==> src/rtl/clk_reset_sequencer.sv <==
// Board-level reset sequencer and clock-enable generator.
// Waits for a filtered PLL lock, stretches reset, then runs NUM_CE clock-enable
// dividers and a heartbeat. Any lock loss in RUN drops back to WAIT_LOCK.

// One divide-by-DIV channel. hit_d is the registered-next strobe: high on the
// cycle that will be the DIV-th, 2*DIV-th, ... RUN cycle. DIV=0 never hits.
module clk_reset_sequencer_div #(
    parameter int             W   = 16,
    parameter logic [W-1:0]   DIV = '0
) (
    input  logic clk_in,
    input  logic reset_in,
    input  logic run_d,
    output logic hit_d
);

    logic [W-1:0] cnt_q, cnt_d;
    logic [W-1:0] nxt;

    // Count RUN cycles modulo DIV; counter parks at 0 whenever not running
    always_comb begin
        hit_d = 1'b0;
        cnt_d = '0;
        nxt   = cnt_q + W'(1);
        if (run_d && (DIV != '0)) begin
            if (nxt == DIV) begin
                hit_d = 1'b1;
            end else begin
                cnt_d = nxt;
            end
        end
    end

    // Divider count register
    always_ff @(posedge clk_in) begin
        if (reset_in) begin
            cnt_q <= '0;
        end else begin
            cnt_q <= cnt_d;
        end
    end

endmodule

module clk_reset_sequencer #(
    parameter int                        LOCK_FILTER  = 16,
    parameter int                        RESET_CYCLES = 65536,
    parameter int                        NUM_CE       = 3,
    parameter int                        DIV_W        = 16,
    parameter logic [NUM_CE*DIV_W-1:0]   CE_DIV       = {16'd0, 16'd1, 16'd5},
    parameter int                        HB_DIV       = 6000000,
    parameter int                        CNT_W        = 8
) (
    input  logic              clk_in,
    input  logic              reset_in,
    input  logic              pll_lock_in,
    output logic              reset_out,
    output logic              ready_out,
    output logic [NUM_CE-1:0] ce_out,
    output logic              heartbeat_out,
    output logic [CNT_W-1:0]  lock_loss_cnt_out,
    output logic [1:0]        state_out
);

    typedef enum logic [1:0] {
        ST_WAIT_LOCK = 2'd0,
        ST_STRETCH   = 2'd1,
        ST_RUN       = 2'd2
    } state_t;

    localparam int FLT_W = (LOCK_FILTER > 1)  ? $clog2(LOCK_FILTER)  : 1;
    localparam int STR_W = (RESET_CYCLES > 1) ? $clog2(RESET_CYCLES) : 1;
    localparam int HB_W  = $clog2(HB_DIV + 1);

    localparam logic [FLT_W-1:0] FLT_LAST = FLT_W'(LOCK_FILTER - 1);
    localparam logic [STR_W-1:0] STR_LAST = STR_W'(RESET_CYCLES - 1);

    state_t              state_q, state_d;
    logic [FLT_W-1:0]    flt_q, flt_d;
    logic [STR_W-1:0]    str_q, str_d;
    logic [CNT_W-1:0]    llc_q, llc_d;
    logic                reset_q, reset_d;
    logic                ready_q, ready_d;
    logic [NUM_CE-1:0]   ce_q, ce_d;
    logic                hb_q, hb_d;
    logic                run_d;
    logic [NUM_CE-1:0]   ce_hit;
    logic                hb_hit;

    // Sequencer: lock filter, reset stretch, run; lock loss counted only from RUN
    always_comb begin
        state_d = state_q;
        flt_d   = '0;
        str_d   = '0;
        llc_d   = llc_q;
        case (state_q)
            ST_WAIT_LOCK: begin
                if (pll_lock_in) begin
                    if (flt_q == FLT_LAST) begin
                        state_d = ST_STRETCH;
                    end else begin
                        flt_d = flt_q + FLT_W'(1);
                    end
                end
            end
            ST_STRETCH: begin
                if (!pll_lock_in) begin
                    state_d = ST_WAIT_LOCK;
                end else if (str_q == STR_LAST) begin
                    state_d = ST_RUN;
                end else begin
                    str_d = str_q + STR_W'(1);
                end
            end
            ST_RUN: begin
                if (!pll_lock_in) begin
                    state_d = ST_WAIT_LOCK;
                    if (llc_q != '1) begin
                        llc_d = llc_q + CNT_W'(1);
                    end
                end
            end
            default: state_d = ST_WAIT_LOCK;
        endcase
    end

    // Outputs are registered, so they are derived from the next state
    always_comb begin
        run_d   = (state_d == ST_RUN);
        reset_d = !run_d;
        ready_d = run_d;
        ce_d    = ce_hit;
        hb_d    = run_d ? (hb_q ^ hb_hit) : 1'b0;
    end

    for (genvar i = 0; i < NUM_CE; i++) begin : g_ce
        clk_reset_sequencer_div #(
            .W   (DIV_W),
            .DIV (CE_DIV[i*DIV_W +: DIV_W])
        ) u_div (
            .clk_in   (clk_in),
            .reset_in (reset_in),
            .run_d    (run_d),
            .hit_d    (ce_hit[i])
        );
    end

    clk_reset_sequencer_div #(
        .W   (HB_W),
        .DIV (HB_W'(HB_DIV))
    ) u_hb_div (
        .clk_in   (clk_in),
        .reset_in (reset_in),
        .run_d    (run_d),
        .hit_d    (hb_hit)
    );

    // State, counters and output registers; reset_in overrides everything
    always_ff @(posedge clk_in) begin
        if (reset_in) begin
            state_q <= ST_WAIT_LOCK;
            flt_q   <= '0;
            str_q   <= '0;
            llc_q   <= '0;
            reset_q <= 1'b1;
            ready_q <= 1'b0;
            ce_q    <= '0;
            hb_q    <= 1'b0;
        end else begin
            state_q <= state_d;
            flt_q   <= flt_d;
            str_q   <= str_d;
            llc_q   <= llc_d;
            reset_q <= reset_d;
            ready_q <= ready_d;
            ce_q    <= ce_d;
            hb_q    <= hb_d;
        end
    end

    assign reset_out         = reset_q;
    assign ready_out         = ready_q;
    assign ce_out            = ce_q;
    assign heartbeat_out     = hb_q;
    assign lock_loss_cnt_out = llc_q;
    assign state_out         = state_q;

endmodule
==> config.mk <==
export PLATFORM = sky130hd
export DESIGN_NAME = clk_reset_sequencer
export DESIGN_NICKNAME = d
export VERILOG_FILES = /design/src/rtl/clk_reset_sequencer.sv
export SDC_FILE = /design/constraint.sdc
export NUM_CORES = 1
export LEC_CHECK = 0
export CAP_MARGIN = 15
export CORE_ASPECT_RATIO = 1.25
export CORE_MARGIN = 2
export CORE_UTILIZATION = 54
export DETAILED_ROUTE_END_ITERATION = 12
export PLACE_DENSITY = 0.72
export REMOVE_ABC_BUFFERS = 1
export SLEW_MARGIN = 15
export SYNTH_ARGS = -nofsm -noshare
export SYNTH_HDL_FRONTEND = slang
export SYNTH_SLANG_ARGS = --single-unit
==> constraint.sdc <==
create_clock -name clk_in -period 2.1 [get_ports clk_in]
set_input_delay 0.21 -clock clk_in [delete_from_list [all_inputs] [get_ports clk_in]]
set_output_delay 0.21 -clock clk_in [all_outputs]
set_load 0.05 [all_outputs]
==> results.toml, run 1 <==
[outcome]
run_status = "finished, violations left"
violated_checks = "negative setup slack"

[timing]
drv_slew = 0
tightestPinTransition_ns = 0.5518
setup_repair_after_global_routing_missed_its_margin = "yes"
period_share = 1.022
setup_slack_after_layout_ns = -0.04636
count_of_final_hold_check_violations = 0
time_the_worst_path_needs_with_i_o_delays_and_setup_ns = 2.146
max-slew-margin-rel = 0.6287
clock-skew-final_ns = 0.006279
fmaxAchievable_ghz = 0.4659
hold_ws_ns = 0.4494
finalSetupViolations = 20

[synthesis]
postSynthCellCount = 506
asyncSetResetFlopFracSynth = 0
netlist.top_cell.by_area = "sky130_fd_sc_hd__dfxtp_1"
synthTopCellsByCount = "sky130_fd_sc_hd__nor2_1, sky130_fd_sc_hd__dfxtp_1, sky130_fd_sc_hd__xnor2_1"
post_synth_main_area_contributors = "sky130_fd_sc_hd__dfxtp_1, sky130_fd_sc_hd__nor2_1, sky130_fd_sc_hd__xnor2_1, sky130_fd_sc_hd__xor2_1, sky130_fd_sc_hd__nand3_1"
synth.avg_cell_area_um2 = 8.588
netlist_area_um2 = 4345
ys_seq_elements = 90
post-synth-top-area-fraction = 0.4146
part_of_the_yosys_area_used_for_sequential_elements = 0.4146
synth.most_common_cell = "sky130_fd_sc_hd__nor2_1"
post_synth_edffs = 0
synthesis.yosys.warnings = 0
ys_types = 55
synth_ff_type = "sky130_fd_sc_hd__dfxtp_1"

[grt]
antenna_found_initial = 0
grt_first_pass_wirelength_um = 15150
globalRoute.totalOverflow = 0
largest_net_degree_at_the_start_of_global_routing = 19
grt_usage = 0.2094
number_of_global_route_vias_before_repair = 3515

[route]
antenna_violating_nets_left = 0
avgViaCountPerCell = 5.507
drtIter0Drc = 123
wire_per_inst_um = 13.89
route.detailed.drc = 0
drt-pass1-iter-count = 4
routed_wirelength_um = 9264
via_count = 3673

[finish]
diodes_inserted = 0
layout-area-overhead-vs-synth_pct = 22.55
layout_cell_share_with_drive_strength_beyond_1 = 0.2080
fillCellCount = 627
finalNetCount = 579

[hold_path]
hp-class = "reg2reg"
whs_path_depth = 1
worst_hold_launch = "flt_q[0]$_SDFF_PP0_"
min_to = "flt_q[0]$_SDFF_PP0_"

[setup_path]
worst-endpoint-arrival_ns = 2.40
r2r-end = "u_hb_div.cnt_q[4]$_SDFF_PP0_"
path_class = "reg2reg"
timing.reg2reg.setup_slack_ns = -0.05
reg2reg_from = "u_hb_div.cnt_q[6]$_SDFF_PP0_"
worst_r2r_path_depth = 8
crit_required_ns = 2.36
critical_path.endpoint_type = "register"
worstSetupStartpointType = "register"
crit_fanout = 6

[power_and_ir_drop]
peakVddDrop_v = 0.0003381
power.total_mw = 2.926
power_frac_seq = 0.583
switching_power_mw = 0.6006
leakage_nw = 1.837
internal-power_mw = 2.325
p_clk_frac = 0.411
powerDensity_nw_per_um2 = 549.4
power.share.switching = 0.2053
p_comb_frac = 0.007

[clock_tree]
cts.reportedPaths.clkPinSlew_ns = 0.08
cts_made_buffers = 9
cts_tree = "yes"
cts-hold-fix-buffers = 0
numClockSinks = 90
worst_skew_pair.late_latency_ns = 0.36
ctsHtreeMaxLevel = 3
clockRootBuffer = "sky130_fd_sc_hd__clkbuf_8"
max-clock-path-buffers = 2

[placement]
place.gp.congestion = 0.8849
pre_cts_ws_ns = -0.03357
port-buffer-count = 17
dp_wirelength_um = 5887

[floorplanning]
number_of_placed_i_o_pins = 19
initial_utilization = 0.5576
dieWidth_um = 84.24
floorplan_core_area_um2 = 7792
floorplan.die_area_um2 = 8785
chipHeight_um = 104.3
std_cell_rows = 36

[run]
drv_cap = 0
layout make-up:
cell class / count / area (µm²) / area share
Multi-Input combinational cell: 383 / 2544 / 0.4777
Clock inverter: 4 / 50.05 / 0.009398
Tap cell: 95 / 118.9 / 0.02232
Clock buffer: 12 / 155.1 / 0.02914
Inverter: 19 / 71.32 / 0.01339
Timing Repair Buffer: 64 / 571.8 / 0.1074
Sequential cell: 90 / 1814 / 0.3407
timing repair:
action / in CTS / in global routing
cloned: 3 / 1
pin swaps: 0 / 25
gates resized for setup: 11 / 33
setup buffers: 3 / 4
endpoints found under the setup margin: 23 / 41
worst max-delay path: stages (launching register included):
cell and delay (ns):
sky130_fd_sc_hd__dfxtp_1 0.43, sky130_fd_sc_hd__and3_1 0.28, sky130_fd_sc_hd__nand4_1 0.17, sky130_fd_sc_hd__mux2_4 0.35, sky130_fd_sc_hd__a21oi_4 0.13, sky130_fd_sc_hd__nor4b_4 0.26
sky130_fd_sc_hd__buf_4 0.18, sky130_fd_sc_hd__a21o_4 0.18, sky130_fd_sc_hd__nor2_2 0.05
placed cells by master, fill, tap and decap left out, types with 17 or more instances in the layout:
master / n
sky130_fd_sc_hd__nand2_1: 29
sky130_fd_sc_hd__inv_1: 18
sky130_fd_sc_hd__xor2_1: 38
sky130_fd_sc_hd__buf_4: 42
sky130_fd_sc_hd__nand3_1: 31
sky130_fd_sc_hd__dfxtp_1: 84
sky130_fd_sc_hd__nand4_1: 23
sky130_fd_sc_hd__xnor2_1: 40
sky130_fd_sc_hd__nor2_1: 98
sky130_fd_sc_hd__clkdlybuf4s50_1: 17
state kept, by name, indices dropped and copies added, names as in the netlist:
name and flops:
reset_out 1, str_q 16, ce_out 2, g_ce.u_div.cnt_q 32, heartbeat_out 1, flt_q 4
u_hb_div.cnt_q 23, lock_loss_cnt_out 8, state_out 2, ready_out 1
per-stage QoR:
stage	instance area, µm²	instances	setup TNS, ns	utilization
after floorplan	4249	489	-7.268	-
after global placement	4843	640	0	0.6215
after detailed placement	4843	640	-0.1852	0.6215
after CTS	5164	662	0	0.6627
after global routing	5325	667	-2.468	0.6834
final	5325	667	-0.5349	0.6834
power groups by stage:
stage	Clock (mW)	Combinational, mW	Sequential (mW)
finish	1.20	0.0196	1.70
global route	1.30	0.0213	1.71
CTS	1.24	0.0199	1.71
detailed placement	0	0.0193	1.75
global placement	0	0.0186	1.75
floorplan	0	0.00999	1.75
cell families (layout without fill, tap and decap cells):
kind of cell,count (synthesis),in the layout,share of synthesized area
fa+ha+maj,9,9,0.02591
xor+xnor,78,78,0.1572
flops,90,90,0.4146
buf+inv,36,99,0.03858
other cells,1,1,0.0008630
simple gates,260,260,0.3061
mux,4,4,0.009790
compound gates,28,31,0.04694
metal layers:
layer  track usage  vias up  share of wire
li1              -     1834              -
met1        0.2431     1701           0.41
met2        0.3639      105           0.50
met3       0.03333       33          0.042
met4        0.1129        0          0.042
met5             0        -              0
how the worst max path moves through the flow:
stage | start | end | slack (ns) | depth (start not counted)
after global placement | u_hb_div.cnt_q[0]$_SDFF_PP0_ | u_hb_div.cnt_q[14]$_SDFF_PP0_ | 0.04 | 8
final | u_hb_div.cnt_q[6]$_SDFF_PP0_ | u_hb_div.cnt_q[4]$_SDFF_PP0_ | -0.05 | 8
after detailed placement | str_q[1]$_SDFF_PP0_ | g_ce[0].u_div.cnt_q[0]$_SDFF_PP0_ | -0.03 | 9
after floorplan | str_q[0]$_SDFF_PP0_ | u_hb_div.cnt_q[11]$_SDFF_PP0_ | -0.32 | 8
after CTS | str_q[1]$_SDFF_PP0_ | g_ce[0].u_div.cnt_q[0]$_SDFF_PP0_ | 0.006 | 9
after global routing | u_hb_div.cnt_q[1]$_SDFF_PP0_ | u_hb_div.cnt_q[4]$_SDFF_PP0_ | -0.13 | 10
Note: power is estimated with default switching activity, not from simulation.
==> run 2: changes to the inputs <==
--- a/config.mk
+++ b/config.mk
@@ -10,6 +10,7 @@
 export CORE_MARGIN = 2
 export CORE_UTILIZATION = 54
 export DETAILED_ROUTE_END_ITERATION = 12
+export MAX_ROUTING_LAYER = met4
 export PLACE_DENSITY = 0.72
 export REMOVE_ABC_BUFFERS = 1
 export SLEW_MARGIN = 15
==> results.toml, run 2 (same netlist as run 1, synthesis figures left out) <==
[outcome]
run_status = "finished, violations left"
violated_checks = "negative setup slack"

[clock_tree]
ctsHtreeMaxLevel = 3
cts-hold-fix-buffers = 0
cts_tree = "yes"
numClockSinks = 90
cts_made_buffers = 9
clockRootBuffer = "sky130_fd_sc_hd__clkbuf_8"
worst_skew_pair.late_latency_ns = 0.36
max-clock-path-buffers = 2
cts.reportedPaths.clkPinSlew_ns = 0.08

[route]
route.detailed.drc = 0
drtIter0Drc = 136
via_count = 3670
drt-pass1-iter-count = 4
routed_wirelength_um = 9341
avgViaCountPerCell = 5.502
wire_per_inst_um = 14.00
antenna_violating_nets_left = 0

[timing]
drv_slew = 0
fmaxAchievable_ghz = 0.4614
setup_slack_after_layout_ns = -0.06741
count_of_final_hold_check_violations = 0
period_share = 1.032
setup_repair_after_global_routing_missed_its_margin = "yes"
max-slew-margin-rel = 0.6287
tightestPinTransition_ns = 0.5518
clock-skew-final_ns = 0.007624
time_the_worst_path_needs_with_i_o_delays_and_setup_ns = 2.167
finalSetupViolations = 20
hold_ws_ns = 0.4494

[finish]
largest_register_ffs = 32
reg_top3 = "g_ce.u_div.cnt_q x32, u_hb_div.cnt_q x23, str_q x16"
most-common-layout-cells = "sky130_fd_sc_hd__nor2_1, sky130_fd_sc_hd__dfxtp_1, sky130_fd_sc_hd__buf_4, sky130_fd_sc_hd__xnor2_1, sky130_fd_sc_hd__xor2_1"
stdcell_count = 667
layout-area-overhead-vs-synth_pct = 22.55
register_with_the_most_flip_flops = "g_ce.u_div.cnt_q"
diodes_inserted = 0
multi_input_area_um2 = 2544
finalNetCount = 579
layout_cell_share_with_drive_strength_beyond_1 = 0.2080
layout_commonest_cell = "sky130_fd_sc_hd__nor2_1"
fillCellCount = 627
register_area_um2 = 1814
final_design_area_excluding_fillers_um2 = 5325

[floorplanning]
floorplan_core_area_um2 = 7792
std_cell_rows = 36
initial_utilization = 0.5576
chipHeight_um = 104.3
floorplan.die_area_um2 = 8785
dieWidth_um = 84.24
number_of_placed_i_o_pins = 19

[placement]
dp_wirelength_um = 5887
placed_cells_incl_taps = 640
port-buffer-count = 17
post_dp_cell_area_um2 = 4843
place.gp.congestion = 0.8997

[grt]
largest_net_degree_at_the_start_of_global_routing = 19
antenna_found_initial = 0
globalRoute.totalOverflow = 0
number_of_global_route_vias_before_repair = 3521
grt_usage = 0.2151
grt_first_pass_wirelength_um = 15150

[power_and_ir_drop]
powerDensity_nw_per_um2 = 549.9
leakage_nw = 1.837
peakVddDrop_v = 0.0003381
power.total_mw = 2.928

[setup_path]
crit_required_ns = 2.36
timing.critical_path.buf_inv = 1
critical-path-top-delay-family = "simple AND/OR/NAND/NOR gates"
worst_path_max_delay_cell = "sky130_fd_sc_hd__dfxtp_1"
critical_path.endpoint_type = "register"
path_class = "reg2reg"
crit_fanout = 6
critPathMaxStageDelay_ns = 0.44
worst-endpoint-arrival_ns = 2.43
worstSetupStartpointType = "register"
timing.critical_path.cells = "and3_1 > nand4_1 > mux2_4 > a21oi_4 > nor4b_4 > buf_4 > a21o_4 > nor2_2"

[run]
drv_cap = 0

[hold_path]
hp-class = "reg2reg"
## run 2: worst reg2reg max path, cell delays in order, from the launching register on
cell	delay, ns
sky130_fd_sc_hd__dfxtp_1	0.44
sky130_fd_sc_hd__and3_1	0.29
sky130_fd_sc_hd__nand4_1	0.17
sky130_fd_sc_hd__mux2_4	0.35
sky130_fd_sc_hd__a21oi_4	0.13
sky130_fd_sc_hd__nor4b_4	0.26
sky130_fd_sc_hd__buf_4	0.19
sky130_fd_sc_hd__a21o_4	0.18
sky130_fd_sc_hd__nor2_2	0.05
## run 2: power by group
group          switching [mW]  leakage (nW)  internal (mW)  total [mW]
logic                  0.0114          1.01        0.00841      0.0198
registers             0.00122         0.729           1.70        1.70
clock network           0.591        0.0986          0.613        1.20
## run 2: metal layers
layer  vias up  GRT usage  routed length, µm
met5         -          -                  0
met2        94     0.3639               4687
li1       1835          -                  -
met1      1711     0.2427               3918
met3        30    0.03333                364
met4         0     0.1129                371
## run 2: what timing repair did
action / CTS / global route
resized for setup: 11 / 33
buffers inserted: 3 / 4
cloned: 3 / 1
pin swaps: 0 / 25
setup endpoints to repair: 23 / 41
## run 2: worst paths after layout
| kind | start | end | slack, ns | cells after the start |
|---|---|---|---|---|
| worst min-delay path | flt_q[0]$_SDFF_PP0_ | flt_q[0]$_SDFF_PP0_ | 0.45 | 1 |
| worst max-delay path | u_hb_div.cnt_q[6]$_SDFF_PP0_ | u_hb_div.cnt_q[4]$_SDFF_PP0_ | -0.07 | 8 |
| worst max register to register | u_hb_div.cnt_q[6]$_SDFF_PP0_ | u_hb_div.cnt_q[4]$_SDFF_PP0_ | -0.07 | 8 |
| worst min register to register | flt_q[0]$_SDFF_PP0_ | flt_q[0]$_SDFF_PP0_ | 0.45 | 1 |
## run 2: layout make-up
cell class                      instances  area share
Multi-Input combinational cell        383      0.4777
Sequential cell                        90      0.3407
Timing Repair Buffer                   64      0.1074
Clock buffer                           12     0.02914
Tap cell                               95     0.02232
Inverter                               19     0.01339
Clock inverter                          4    0.009398
## run 2: metrics by stage
stage	util	setup slack [ns]	setup TNS, ns
floorplan	-	-0.3178	-7.268
global placement	0.6215	0.03867	0
detailed placement	0.6215	-0.03357	-0.1852
CTS	0.6627	0.005590	0
global route	0.6834	-0.1340	-2.468
finish	0.6834	-0.06741	-0.9459
==> run 3: changes to the inputs <==
--- a/config.mk
+++ b/config.mk
@@ -12,6 +12,7 @@
 export DETAILED_ROUTE_END_ITERATION = 12
 export MAX_ROUTING_LAYER = met4
 export PLACE_DENSITY = 0.72
+export RECOVER_POWER = 100
 export REMOVE_ABC_BUFFERS = 1
 export SLEW_MARGIN = 15
 export SYNTH_ARGS = -nofsm -noshare
==> constraint.sdc (replaced) <==
create_clock -name clk_in -period 1.9 [get_ports clk_in]
set_input_delay 0.19 -clock clk_in [delete_from_list [all_inputs] [get_ports clk_in]]
set_output_delay 0.19 -clock clk_in [all_outputs]
set_load 0.05 [all_outputs]
==> results.toml, run 3 (same netlist as run 1, synthesis figures left out) <==
[finish]
most-common-layout-cells = "sky130_fd_sc_hd__buf_4, sky130_fd_sc_hd__dfxtp_1, sky130_fd_sc_hd__nor2_1, sky130_fd_sc_hd__xnor2_1, sky130_fd_sc_hd__xor2_1"
largest_register_ffs = 32
final_design_area_excluding_fillers_um2 = 6347
register_with_the_most_flip_flops = "g_ce.u_div.cnt_q"
stdcell_count = 748
reg_top3 = "g_ce.u_div.cnt_q x32, u_hb_div.cnt_q x23, str_q x16"
layout_cell_share_with_drive_strength_beyond_1 = 0.3951
finalNetCount = 660
layout_commonest_cell = "sky130_fd_sc_hd__buf_4"
diodes_inserted = 0
final_core_util = 0.8145
layout-area-overhead-vs-synth_pct = 46.07

[timing]
drv_slew = 0
max-slew-margin-rel = 0.5846
count_of_final_hold_check_violations = 0
period_share = 1.123
tightestPinTransition_ns = 0.6257
setup_repair_after_global_routing_missed_its_margin = "yes"
time_the_worst_path_needs_with_i_o_delays_and_setup_ns = 2.134
fmaxAchievable_ghz = 0.4687
finalSetupViolations = 50
clock-skew-final_ns = 0.01250
setup_slack_after_layout_ns = -0.2336

[grt]
number_of_global_route_vias_before_repair = 3938
largest_net_degree_at_the_start_of_global_routing = 17
grt_usage = 0.2477
grt_first_pass_wirelength_um = 17280
antenna_found_initial = 0
globalRoute.totalOverflow = 0

[route]
routed_wirelength_um = 11860
wire_per_inst_um = 15.86
drtIter0Drc = 248
route.detailed.drc = 0
drt-pass1-iter-count = 4
antenna_violating_nets_left = 0
avgViaCountPerCell = 5.496
via_count = 4111

[clock_tree]
cts-hold-fix-buffers = 0
ctsHtreeMaxLevel = 3
clockRootBuffer = "sky130_fd_sc_hd__clkbuf_8"
max-clock-path-buffers = 2
cts.reportedPaths.clkPinSlew_ns = 0.09
cts_tree = "yes"
worst_skew_pair.late_latency_ns = 0.38
numClockSinks = 90
cts_made_buffers = 9

[floorplanning]
chipHeight_um = 104.3
dieWidth_um = 84.24
floorplan.die_area_um2 = 8785
initial_utilization = 0.5576
floorplan_core_area_um2 = 7792
std_cell_rows = 36
number_of_placed_i_o_pins = 19

[outcome]
violated_checks = "negative setup slack"
run_status = "finished, violations left"

[placement]
placed_cells_incl_taps = 694
dp_wirelength_um = 6531
post_dp_cell_area_um2 = 5261
port-buffer-count = 17
place.gp.congestion = 0.9281

[power_and_ir_drop]
peakVddDrop_v = 0.0006626
p_comb_frac = 0.007
p_clk_frac = 0.430
powerDensity_nw_per_um2 = 527.7
switching_power_mw = 0.7158
leakage_nw = 2.319
power_frac_seq = 0.563
internal-power_mw = 2.634
power.share.switching = 0.2137

[setup_path]
crit_fanout = 5
path_class = "reg2reg"
critical_path.endpoint_type = "register"
crit_required_ns = 2.17
worstSetupStartpointType = "register"
worst-endpoint-arrival_ns = 2.41
worst_r2r_path_depth = 9

[run]
drv_cap = 0

[hold_path]
whs_path_depth = 1
hp-class = "reg2reg"
==> run 3: cell type report <==
cell class / instances / area, µm²
inverter: 19 / 73.82
clock inverter: 5 / 78.83
timing repair buffer: 145 / 1246
tap: 95 / 118.9
multi-input combinational: 383 / 2872
clock buffer: 11 / 131.4
fill: 451 / 1445
sequential: 90 / 1827
==> run 3: final timing paths <==
kind / to / slack [ns] / startpoint
setup / recovery: heartbeat_out$_SDFF_PP0_ / -0.23 / u_hb_div.cnt_q[1]$_SDFF_PP0_
hold / removal: flt_q[0]$_SDFF_PP0_ / 0.47 / flt_q[0]$_SDFF_PP0_
setup reg to reg: heartbeat_out$_SDFF_PP0_ / -0.23 / u_hb_div.cnt_q[1]$_SDFF_PP0_
hold reg to reg: flt_q[0]$_SDFF_PP0_ / 0.47 / flt_q[0]$_SDFF_PP0_
==> run 3: worst max-delay path: stages (launching register included) <==
cell and delay (ns):
sky130_fd_sc_hd__dfxtp_2 0.36, sky130_fd_sc_hd__buf_6 0.12, sky130_fd_sc_hd__nand4_1 0.23, sky130_fd_sc_hd__nor4_4 0.32, sky130_fd_sc_hd__xnor2_1 0.16, sky130_fd_sc_hd__nor2_1 0.24, sky130_fd_sc_hd__and3_4 0.31, sky130_fd_sc_hd__buf_6 0.12
sky130_fd_sc_hd__a21o_1 0.12, sky130_fd_sc_hd__a21oi_2 0.06
==> run 3: what timing repair did <==
item	CTS	global route
cloned	2	4
resized for setup	44	103
pin swaps	26	45
buffers inserted	27	7
setup endpoints to repair	60	81
==> run 3: through the flow <==
step	worst slack [ns]	power [mW]	TNS, ns	hold WS, ns
2_1_floorplan	-0.5178	1.943	-18.67	0.2624
3_5_place_dp	-0.2194	1.953	-5.960	0.4503
5_1_grt	-0.3485	3.431	-11.95	0.4913
4_1_cts	-0.07172	3.350	-1.389	0.4634
3_3_place_gp	-0.1978	1.952	-4.282	0.4290
6_report	-0.2336	3.349	-4.421	0.4651
==> run 3: routing by layer <==
metal / up-vias / GRT usage / routed length [µm]
met1: 1992 / 0.2707 / 4667
met3: 38 / 0.04603 / 347
met5: - / - / 0
li1: 1989 / - / -
met4: 0 / 0.1210 / 467
met2: 92 / 0.4280 / 6382
==> run 3: power by group through the flow <==
stage          Sequential (mW)  Clock [mW]  Combinational [mW]
6_report                  1.89        1.44              0.0221
5_1_grt                   1.89        1.52              0.0232
4_1_cts                   1.89        1.44              0.0210
3_5_place_dp              1.93           0              0.0209
3_3_place_gp              1.93           0              0.0205
2_1_floorplan             1.93           0              0.0110
